`src/rtl/rc4_key_search_ctrl_if.sv`:
```
// Core-array bus between the key search controller and its RC4 decrypt cores.
// The controller holds the master modport; the core array holds the slave modport.
interface rc4_key_search_ctrl_if #(
  parameter int NUM_CORES = 4,
  parameter int KEY_WIDTH = 24
);
  logic [NUM_CORES-1:0]           core_start;
  logic [NUM_CORES*KEY_WIDTH-1:0] core_key;
  logic                           core_abort;
  logic [NUM_CORES-1:0]           core_done;
  logic [NUM_CORES-1:0]           core_found;

  modport master (
    output core_start,
    output core_key,
    output core_abort,
    input  core_done,
    input  core_found
  );

  modport slave (
    input  core_start,
    input  core_key,
    input  core_abort,
    output core_done,
    output core_found
  );
endinterface

```
`src/rtl/rc4_key_search_ctrl.sv`:
```
// Key-space search controller: interleaves [KEY_MIN..KEY_MAX] over NUM_CORES decrypt cores
// (core i tries KEY_MIN+i, KEY_MIN+i+NUM_CORES, ...) and reports the winning key and statistics.
module rc4_key_search_ctrl #(
  parameter int                   NUM_CORES     = 4,
  parameter int                   KEY_WIDTH     = 24,
  parameter logic [KEY_WIDTH-1:0] KEY_MIN       = '0,
  parameter logic [KEY_WIDTH-1:0] KEY_MAX       = KEY_WIDTH'(24'h3FFFFF),
  parameter bit                   STOP_ON_FIRST = 1'b1
) (
  input  logic                  clk,
  input  logic                  reset_n,
  input  logic                  start,
  output logic                  busy,
  output logic                  done,
  output logic                  found,
  output logic [KEY_WIDTH-1:0]  found_key,
  output logic [KEY_WIDTH:0]    keys_tried,
  output logic [KEY_WIDTH:0]    match_count,
  rc4_key_search_ctrl_if.master core_bus
);

  localparam int KW1 = KEY_WIDTH + 1;
  localparam int CW  = $clog2(NUM_CORES + 1);

  localparam logic [KW1-1:0] MIN_X = {1'b0, KEY_MIN};
  localparam logic [KW1-1:0] MAX_X = {1'b0, KEY_MAX};
  localparam logic [KW1-1:0] STEP  = KW1'(NUM_CORES);

  localparam logic [1:0] S_IDLE   = 2'd0;
  localparam logic [1:0] S_SEARCH = 2'd1;
  localparam logic [1:0] S_DRAIN  = 2'd2;
  localparam logic [1:0] S_DONE   = 2'd3;

  localparam logic [1:0] C_IDLE    = 2'd0;
  localparam logic [1:0] C_RUN     = 2'd1;
  localparam logic [1:0] C_RETIRED = 2'd2;

  logic [1:0]           state_q, state_d;
  logic [1:0]           trk_q [NUM_CORES];
  logic [1:0]           trk_d [NUM_CORES];
  logic [KEY_WIDTH-1:0] key_q [NUM_CORES];
  logic [KEY_WIDTH-1:0] key_d [NUM_CORES];
  logic [NUM_CORES-1:0] start_q, start_d;
  logic                 abort_q, abort_d;
  logic                 found_q, found_d;
  logic                 busy_q, busy_d;
  logic                 done_q, done_d;
  logic [KEY_WIDTH-1:0] found_key_q, found_key_d;
  logic [KW1-1:0]       tried_q, tried_d;
  logic [KW1-1:0]       match_q, match_d;

  logic                 searching;
  logic [NUM_CORES-1:0] done_v;
  logic [NUM_CORES-1:0] hit_v;
  logic [CW-1:0]        done_cnt;
  logic [CW-1:0]        hit_cnt;
  logic                 hit_any;
  logic [KEY_WIDTH-1:0] hit_key;
  logic [NUM_CORES*KEY_WIDTH-1:0] key_bus;

  // Only completions from cores we actually dispatched count; the lowest index wins on ties.
  always_comb begin : completion_decode
    searching = (state_q == S_SEARCH) || (state_q == S_DRAIN);
    done_v    = '0;
    hit_v     = '0;
    done_cnt  = '0;
    hit_cnt   = '0;
    hit_any   = 1'b0;
    hit_key   = '0;
    for (int i = 0; i < NUM_CORES; i++) begin
      done_v[i] = searching && (trk_q[i] == C_RUN) && core_bus.core_done[i];
      hit_v[i]  = done_v[i] && core_bus.core_found[i];
      done_cnt  = done_cnt + CW'(done_v[i]);
      hit_cnt   = hit_cnt + CW'(hit_v[i]);
    end
    for (int i = NUM_CORES - 1; i >= 0; i--) begin
      if (hit_v[i]) begin
        hit_any = 1'b1;
        hit_key = key_q[i];
      end
    end
  end

  always_comb begin : next_state_logic
    logic [KW1-1:0] nk;
    logic           any_run;
    logic           more;
    logic           resolve;
    nk          = '0;
    any_run     = 1'b0;
    more        = 1'b0;
    resolve     = 1'b0;
    state_d     = state_q;
    trk_d       = trk_q;
    key_d       = key_q;
    start_d     = '0;
    abort_d     = 1'b0;
    found_d     = found_q;
    found_key_d = found_key_q;
    tried_d     = tried_q;
    match_d     = match_q;

    case (state_q)
      S_IDLE, S_DONE: begin
        if (start) begin
          tried_d     = '0;
          match_d     = '0;
          found_d     = 1'b0;
          found_key_d = '0;
          for (int i = 0; i < NUM_CORES; i++) begin
            nk = MIN_X + KW1'(i);
            if (nk <= MAX_X) begin
              key_d[i]   = nk[KEY_WIDTH-1:0];
              start_d[i] = 1'b1;
              trk_d[i]   = C_RUN;
            end else begin
              trk_d[i]   = C_RETIRED;
            end
          end
          resolve = 1'b1;
        end
      end

      S_SEARCH, S_DRAIN: begin
        tried_d = tried_q + KW1'(done_cnt);
        match_d = match_q + KW1'(hit_cnt);
        if (hit_any && !found_q) begin
          found_d     = 1'b1;
          found_key_d = hit_key;
        end
        if (STOP_ON_FIRST && hit_any) begin
          abort_d = 1'b1;
          state_d = S_DONE;
          for (int i = 0; i < NUM_CORES; i++) begin
            trk_d[i] = C_IDLE;
          end
        end else begin
          // Extended-width add so the last key never wraps back to zero.
          for (int i = 0; i < NUM_CORES; i++) begin
            if (done_v[i]) begin
              nk = {1'b0, key_q[i]} + STEP;
              if (nk <= MAX_X) begin
                key_d[i]   = nk[KEY_WIDTH-1:0];
                start_d[i] = 1'b1;
              end else begin
                trk_d[i]   = C_RETIRED;
              end
            end
          end
          resolve = 1'b1;
        end
      end

      default: state_d = S_IDLE;
    endcase

    // DRAIN once no running core has another key left to receive.
    if (resolve) begin
      for (int i = 0; i < NUM_CORES; i++) begin
        if (trk_d[i] == C_RUN) begin
          any_run = 1'b1;
          if (({1'b0, key_d[i]} + STEP) <= MAX_X) begin
            more = 1'b1;
          end
        end
      end
      if (!any_run) begin
        state_d = S_DONE;
      end else if (more) begin
        state_d = S_SEARCH;
      end else begin
        state_d = S_DRAIN;
      end
    end

    busy_d = (state_d == S_SEARCH) || (state_d == S_DRAIN);
    done_d = (state_d == S_DONE);
  end

  always_ff @(posedge clk or negedge reset_n) begin
    if (!reset_n) begin
      state_q     <= S_IDLE;
      start_q     <= '0;
      abort_q     <= 1'b0;
      found_q     <= 1'b0;
      busy_q      <= 1'b0;
      done_q      <= 1'b0;
      found_key_q <= '0;
      tried_q     <= '0;
      match_q     <= '0;
      for (int i = 0; i < NUM_CORES; i++) begin
        trk_q[i] <= C_IDLE;
        key_q[i] <= '0;
      end
    end else begin
      state_q     <= state_d;
      start_q     <= start_d;
      abort_q     <= abort_d;
      found_q     <= found_d;
      busy_q      <= busy_d;
      done_q      <= done_d;
      found_key_q <= found_key_d;
      tried_q     <= tried_d;
      match_q     <= match_d;
      for (int i = 0; i < NUM_CORES; i++) begin
        trk_q[i] <= trk_d[i];
        key_q[i] <= key_d[i];
      end
    end
  end

  always_comb begin : key_pack
    key_bus = '0;
    for (int i = 0; i < NUM_CORES; i++) begin
      key_bus[i*KEY_WIDTH +: KEY_WIDTH] = key_q[i];
    end
  end

  assign core_bus.core_start = start_q;
  assign core_bus.core_key   = key_bus;
  assign core_bus.core_abort = abort_q;

  assign busy        = busy_q;
  assign done        = done_q;
  assign found       = found_q;
  assign found_key   = found_key_q;
  assign keys_tried  = tried_q;
  assign match_count = match_q;

endmodule

```
`src/flat_wrapper.sv`:
```
// flat-port wrapper written by rule: the top's interface ports become plain ports
module rc4_key_search_ctrl_flat 
#(
  parameter int                   NUM_CORES     = 4,
  parameter int                   KEY_WIDTH     = 24,
  parameter logic [KEY_WIDTH-1:0] KEY_MIN       = '0,
  parameter logic [KEY_WIDTH-1:0] KEY_MAX       = KEY_WIDTH'(24'h3FFFFF),
  parameter bit                   STOP_ON_FIRST = 1'b1
)
  (clk, reset_n, start, busy, done, found, found_key, keys_tried, match_count, core_bus_core_start, core_bus_core_key, core_bus_core_abort, core_bus_core_done, core_bus_core_found);
  rc4_key_search_ctrl_if #(.NUM_CORES(NUM_CORES), .KEY_WIDTH(KEY_WIDTH)) core_bus_i ();
  input  logic clk;
  input  logic reset_n;
  input  logic start;
  output logic busy;
  output logic done;
  output logic found;
  output logic [KEY_WIDTH-1:0] found_key;
  output logic [KEY_WIDTH:0] keys_tried;
  output logic [KEY_WIDTH:0] match_count;
  output wire logic [$bits(core_bus_i.core_start)-1:0] core_bus_core_start;
  output wire logic [$bits(core_bus_i.core_key)-1:0] core_bus_core_key;
  output wire logic [$bits(core_bus_i.core_abort)-1:0] core_bus_core_abort;
  input wire logic [$bits(core_bus_i.core_done)-1:0] core_bus_core_done;
  input wire logic [$bits(core_bus_i.core_found)-1:0] core_bus_core_found;
  assign core_bus_core_start = core_bus_i.core_start;
  assign core_bus_core_key = core_bus_i.core_key;
  assign core_bus_core_abort = core_bus_i.core_abort;
  assign core_bus_i.core_done = core_bus_core_done;
  assign core_bus_i.core_found = core_bus_core_found;
  rc4_key_search_ctrl #(.NUM_CORES(NUM_CORES), .KEY_WIDTH(KEY_WIDTH), .KEY_MIN(KEY_MIN), .KEY_MAX(KEY_MAX), .STOP_ON_FIRST(STOP_ON_FIRST)) u_core (.clk(clk), .reset_n(reset_n), .start(start), .busy(busy), .done(done), .found(found), .found_key(found_key), .keys_tried(keys_tried), .match_count(match_count), .core_bus(core_bus_i));
endmodule
```
`config.mk`:
```
export PLATFORM = sky130hd
export DESIGN_NAME = rc4_key_search_ctrl_flat
export DESIGN_NICKNAME = d
export VERILOG_FILES = /design/src/rtl/rc4_key_search_ctrl_if.sv /design/src/rtl/rc4_key_search_ctrl.sv /design/src/flat_wrapper.sv
export SDC_FILE = /design/constraint.sdc
export NUM_CORES = 1
export LEC_CHECK = 0
export BUFFER_PORTS_ARGS = -buffer_cell sky130_fd_sc_hd__buf_4
export CAP_MARGIN = 25
export CORE_MARGIN = 10
export CORE_UTILIZATION = 32
export DETAILED_ROUTE_END_ITERATION = 10
export PLACE_DENSITY = 0.58
export RECOVER_POWER = 100
export SETUP_SLACK_MARGIN = 0.15
export SLEW_MARGIN = 15
export SYNTH_ARGS = -nofsm -noshare
export SYNTH_HDL_FRONTEND = slang
export SYNTH_SLANG_ARGS = --single-unit
export TNS_END_PERCENT = 1
```
`constraint.sdc`:
```
create_clock -name clk -period 6.1 [get_ports clk]
set_clock_uncertainty 0.2 [all_clocks]
set_input_delay 0.305 -clock clk [delete_from_list [all_inputs] [get_ports clk]]
set_output_delay 0.305 -clock clk [all_outputs]
set_load 0.005 [all_outputs]
```
==> flow_summary.ini <==
[sta]
maxClockFrequency_ghz = 0.174
setup_viol = 0
finalHoldViolations = 0
fin_crit_sh_pct = 94.0
setup_tns_ps = 0
period_needed_ps = 5730
tightest_slew_ps = 3530
slew_headroom_pct = -135
drv_slew = 229
rsz0062_at_grt = no

[power]
p_seq_share_pct = 36.3
combPwrFrac_pct = 35.1
p_leak_nw = 6.44
p_int_mw = 2.44
p_switching_mw = 1.69
pwr-share-clk_pct = 28.7
sw_frac_of_total_pct = 41.0
ir_drop_mv = 0.220
p_per_area_nw_per_um2 = 270

[detailed_routing]
ant_nets = 0
wl_per_cell_microns = 22.8
drcViolationCount = 0
viasPerCell = 5.91
drt-initial-drc-count = 1396
dr.pass1.iters = 6
met1_length_microns = 22600
totalWireLength_microns = 50900
wl_met2_microns = 22700
vias = 13200
top_layer_used = met5
wl_met3_microns = 4320

[global_route]
grt_overflow_total = 0
antenna_found_initial = 1
grt_max_degree = 88
grt_usage_pct = 20.7
first_global_vias = 12700
grt_pass1_wl_microns = 77200

[critical_path]
crit_type = flip-flop to flip-flop
reg2reg_depth = 17
cp.required_ps = 6260
cp-end-kind = flip-flop
critPathLaunchType = flip-flop
cp_max_fo = 14
arrival_ps = 5890
r2r_slack_ps = 370

[die]
io_pins = 189
die_w_microns = 219
rows = 72
core_sq_um = 39000
dieHeight_microns = 219
start_util_pct = 32.6
die_area_sq_um = 48100

[synthesis]
yosysTopAreaCell = dfrtp_1
ys_ff_latch = 188
synth_top_area_share_pct = 37.0
synth-main-ff-cell = dfrtp_1
synth_area_leaders = dfrtp_1 (37%), nand3_1 (4.8%), nand2_1 (4.5%)
synthCells = 1514
syn_avg_cell_area_sq_um = 8.40
async_flop_share_pct = 100
syn_nets = 1556
synth_edf_count = 0
synthesis.area_sq_um = 12700
ys_types = 85
ys_seq_area_share_pct = 37.0
ys.warnings.count = 0

[layout]
fin_area_sq_um = 15300
final_nets = 1746
n_antenna_cell = 0
drive_gt1_share_pct = 14.4
area_growth_pct = 20.2

[clock_tree]
h-tree-depth = 4
cts-root-buf = clkbuf_16
clockBufferDepth = 2
clkTransAtPathRegs_ps = 80
clk_latency_ps = 460
numCtsBuffers = 17
clkSinkCount = 188
tritoncts = done

[job]
drv_cap = 4

[placed_design]
dp_hpwl_microns = 38800
placed_area_sq_um = 15000
place_congestion = 0.965
port_buffers = 188

[outcome]
violations = capacitance limit, slew limit
status = complete, but fails checks

[min_path]
holdPathStages = 3
hp-class = input pin to flip-flop
-- cell usage after synthesis, types with 40 or more instances --
library cell,count
clkbuf_1,75
nor2_1,97
mux2i_1,41
nand3_1,121
dfrtp_1,188
and3_1,40
a21oi_1,53
nor3_1,52
nand4_1,50
o21ai_0,81
nand2_1,154
inv_1,68
-- cell families (layout without fill, tap and decap cells) --
| logic type | count (synthesis) | count (layout) | share of synthesized area (%) |
|---|---|---|---|
| AO/OA/AOI/OAI | 360 | 360 | 19.7 |
| adder cells (fa/ha/maj) | 31 | 31 | 3.29 |
| XOR/XNOR | 32 | 32 | 2.26 |
| flip-flops | 188 | 188 | 37.0 |
| multiplexers | 50 | 50 | 4.02 |
| AND/OR/NAND/NOR | 682 | 682 | 28.4 |
| buffers and inverters | 171 | 374 | 5.29 |
-- area by class of cell --
cell class,count,area [sq um]
Clock buffer,18,429
Timing Repair Buffer,274,1670
Tap cell,518,648
Inverter,68,255
Sequential cell,188,4700
Clock inverter,14,174
Fill cell,4076,23700
Multi-Input combinational cell,1155,7400
-- power groups by stage --
stage               Combinational [mW]  Clock (mW)  Sequential [mW]
CTS                               1.50        1.21             1.50
global placement                  1.49           0             1.52
detailed placement                1.49           0             1.52
finish                            1.45        1.18             1.50
floorplan                        0.817           0             1.50
global route                      1.59        1.26             1.52
-- registers in the layout, summed over array words and instances (netlist names) --
| name | flops |
|---|---|
| u_core.core_bus.core_key | 96 |
| u_core.keys_tried | 25 |
| u_core.match_count | 25 |
| u_core.found_key | 24 |
| u_core.trk_q | 8 |
| u_core.core_bus.core_start | 4 |
| u_core.state_q | 2 |
| u_core.busy | 1 |
| u_core.core_bus.core_abort | 1 |
| u_core.done | 1 |
| u_core.found | 1 |
-- layer usage --
metal / global-route usage, % / vias to the layer above
met5: 0 / -
li1: - / 6042
met3: 4.86 / 85
met4: 7.06 / 2
met2: 31.3 / 598
met1: 28.2 / 6489
-- cells in the final DEF (no fill, tap or decap), types with 8 or more instances in the layout --
cell type  instances
nor3_1            51
o21a_1             9
nand2_1          154
clkbuf_4          80
nand3b_1           8
a31o_2             8
nand3_1          121
inv_1             68
ha_1              27
a21o_1             9
o21ai_0           82
mux2i_1           41
a31oi_1           25
xor2_1            12
dfrtp_1          188
buf_4             83
nand4b_1          10
and4_1            12
a211oi_1          17
or3_1             15
xnor2_1           19
clkbuf_16         17
clkbuf_1         108
o211ai_1          28
nor2_1            94
a21oi_1           53
nor4_1            24
or4_1              8
and3_1            40
nand2b_1          19
and2_1            15
a221oi_1          28
o31ai_1           18
nand4_1           50
or2_2             13
-- path summary, 6_finish.rpt --
path | from | to
hold / removal | start | u_core.keys_tried[0]$_DFFE_PN0P_
hold reg to reg | u_core.match_count[24]$_DFFE_PN0P_ | u_core.match_count[24]$_DFFE_PN0P_
setup reg to reg | u_core.core_bus.core_key[74]$_DFF_PN0_ | u_core.busy$_DFF_PN0_
setup / recovery | u_core.core_bus.core_key[74]$_DFF_PN0_ | u_core.busy$_DFF_PN0_
max in group asynchronous | reset_n | u_core.core_bus.core_key[42]$_DFF_PN0_
min in group asynchronous | reset_n | u_core.core_bus.core_start[1]$_DFF_PN0_
-- critical path: stages, from the launching register on --
cell and delay [ps]:
dfrtp_1 530, ha_1 370, and2_1 350, nand3_1 110
nor4_1 540, o211a_1 270, buf_4 230, nand3_1 190
mux2i_1 420, nand3_1 180, nor4_1 320, nor4b_1 380
mux2_1 400, nor4b_1 410, nor3_2 130, a31o_1 190
a21boi_1 140, ha_1 290
-- what timing repair did --
action                                 CTS  global route
endpoints found under the hold margin   60             0
buffers inserted                         0             2
hold buffers                             1             0
resized for setup                        0            19
setup endpoints to repair                0             4
-- metrics by stage --
stage	utilization (%)	hold slack, ps	total power [mW]	setup slack (ps)	cells
floorplan	-	-191	2.31	607	1514
global placement	38.5	123	3.01	466	2200
detailed placement	38.5	134	3.02	360	2200
CTS	40.1	59.3	4.21	342	2233
global route	39.2	42.9	4.36	84.0	2235
finish	39.2	47.3	4.13	367	2235
Note: power is estimated with default switching activity, not from simulation.
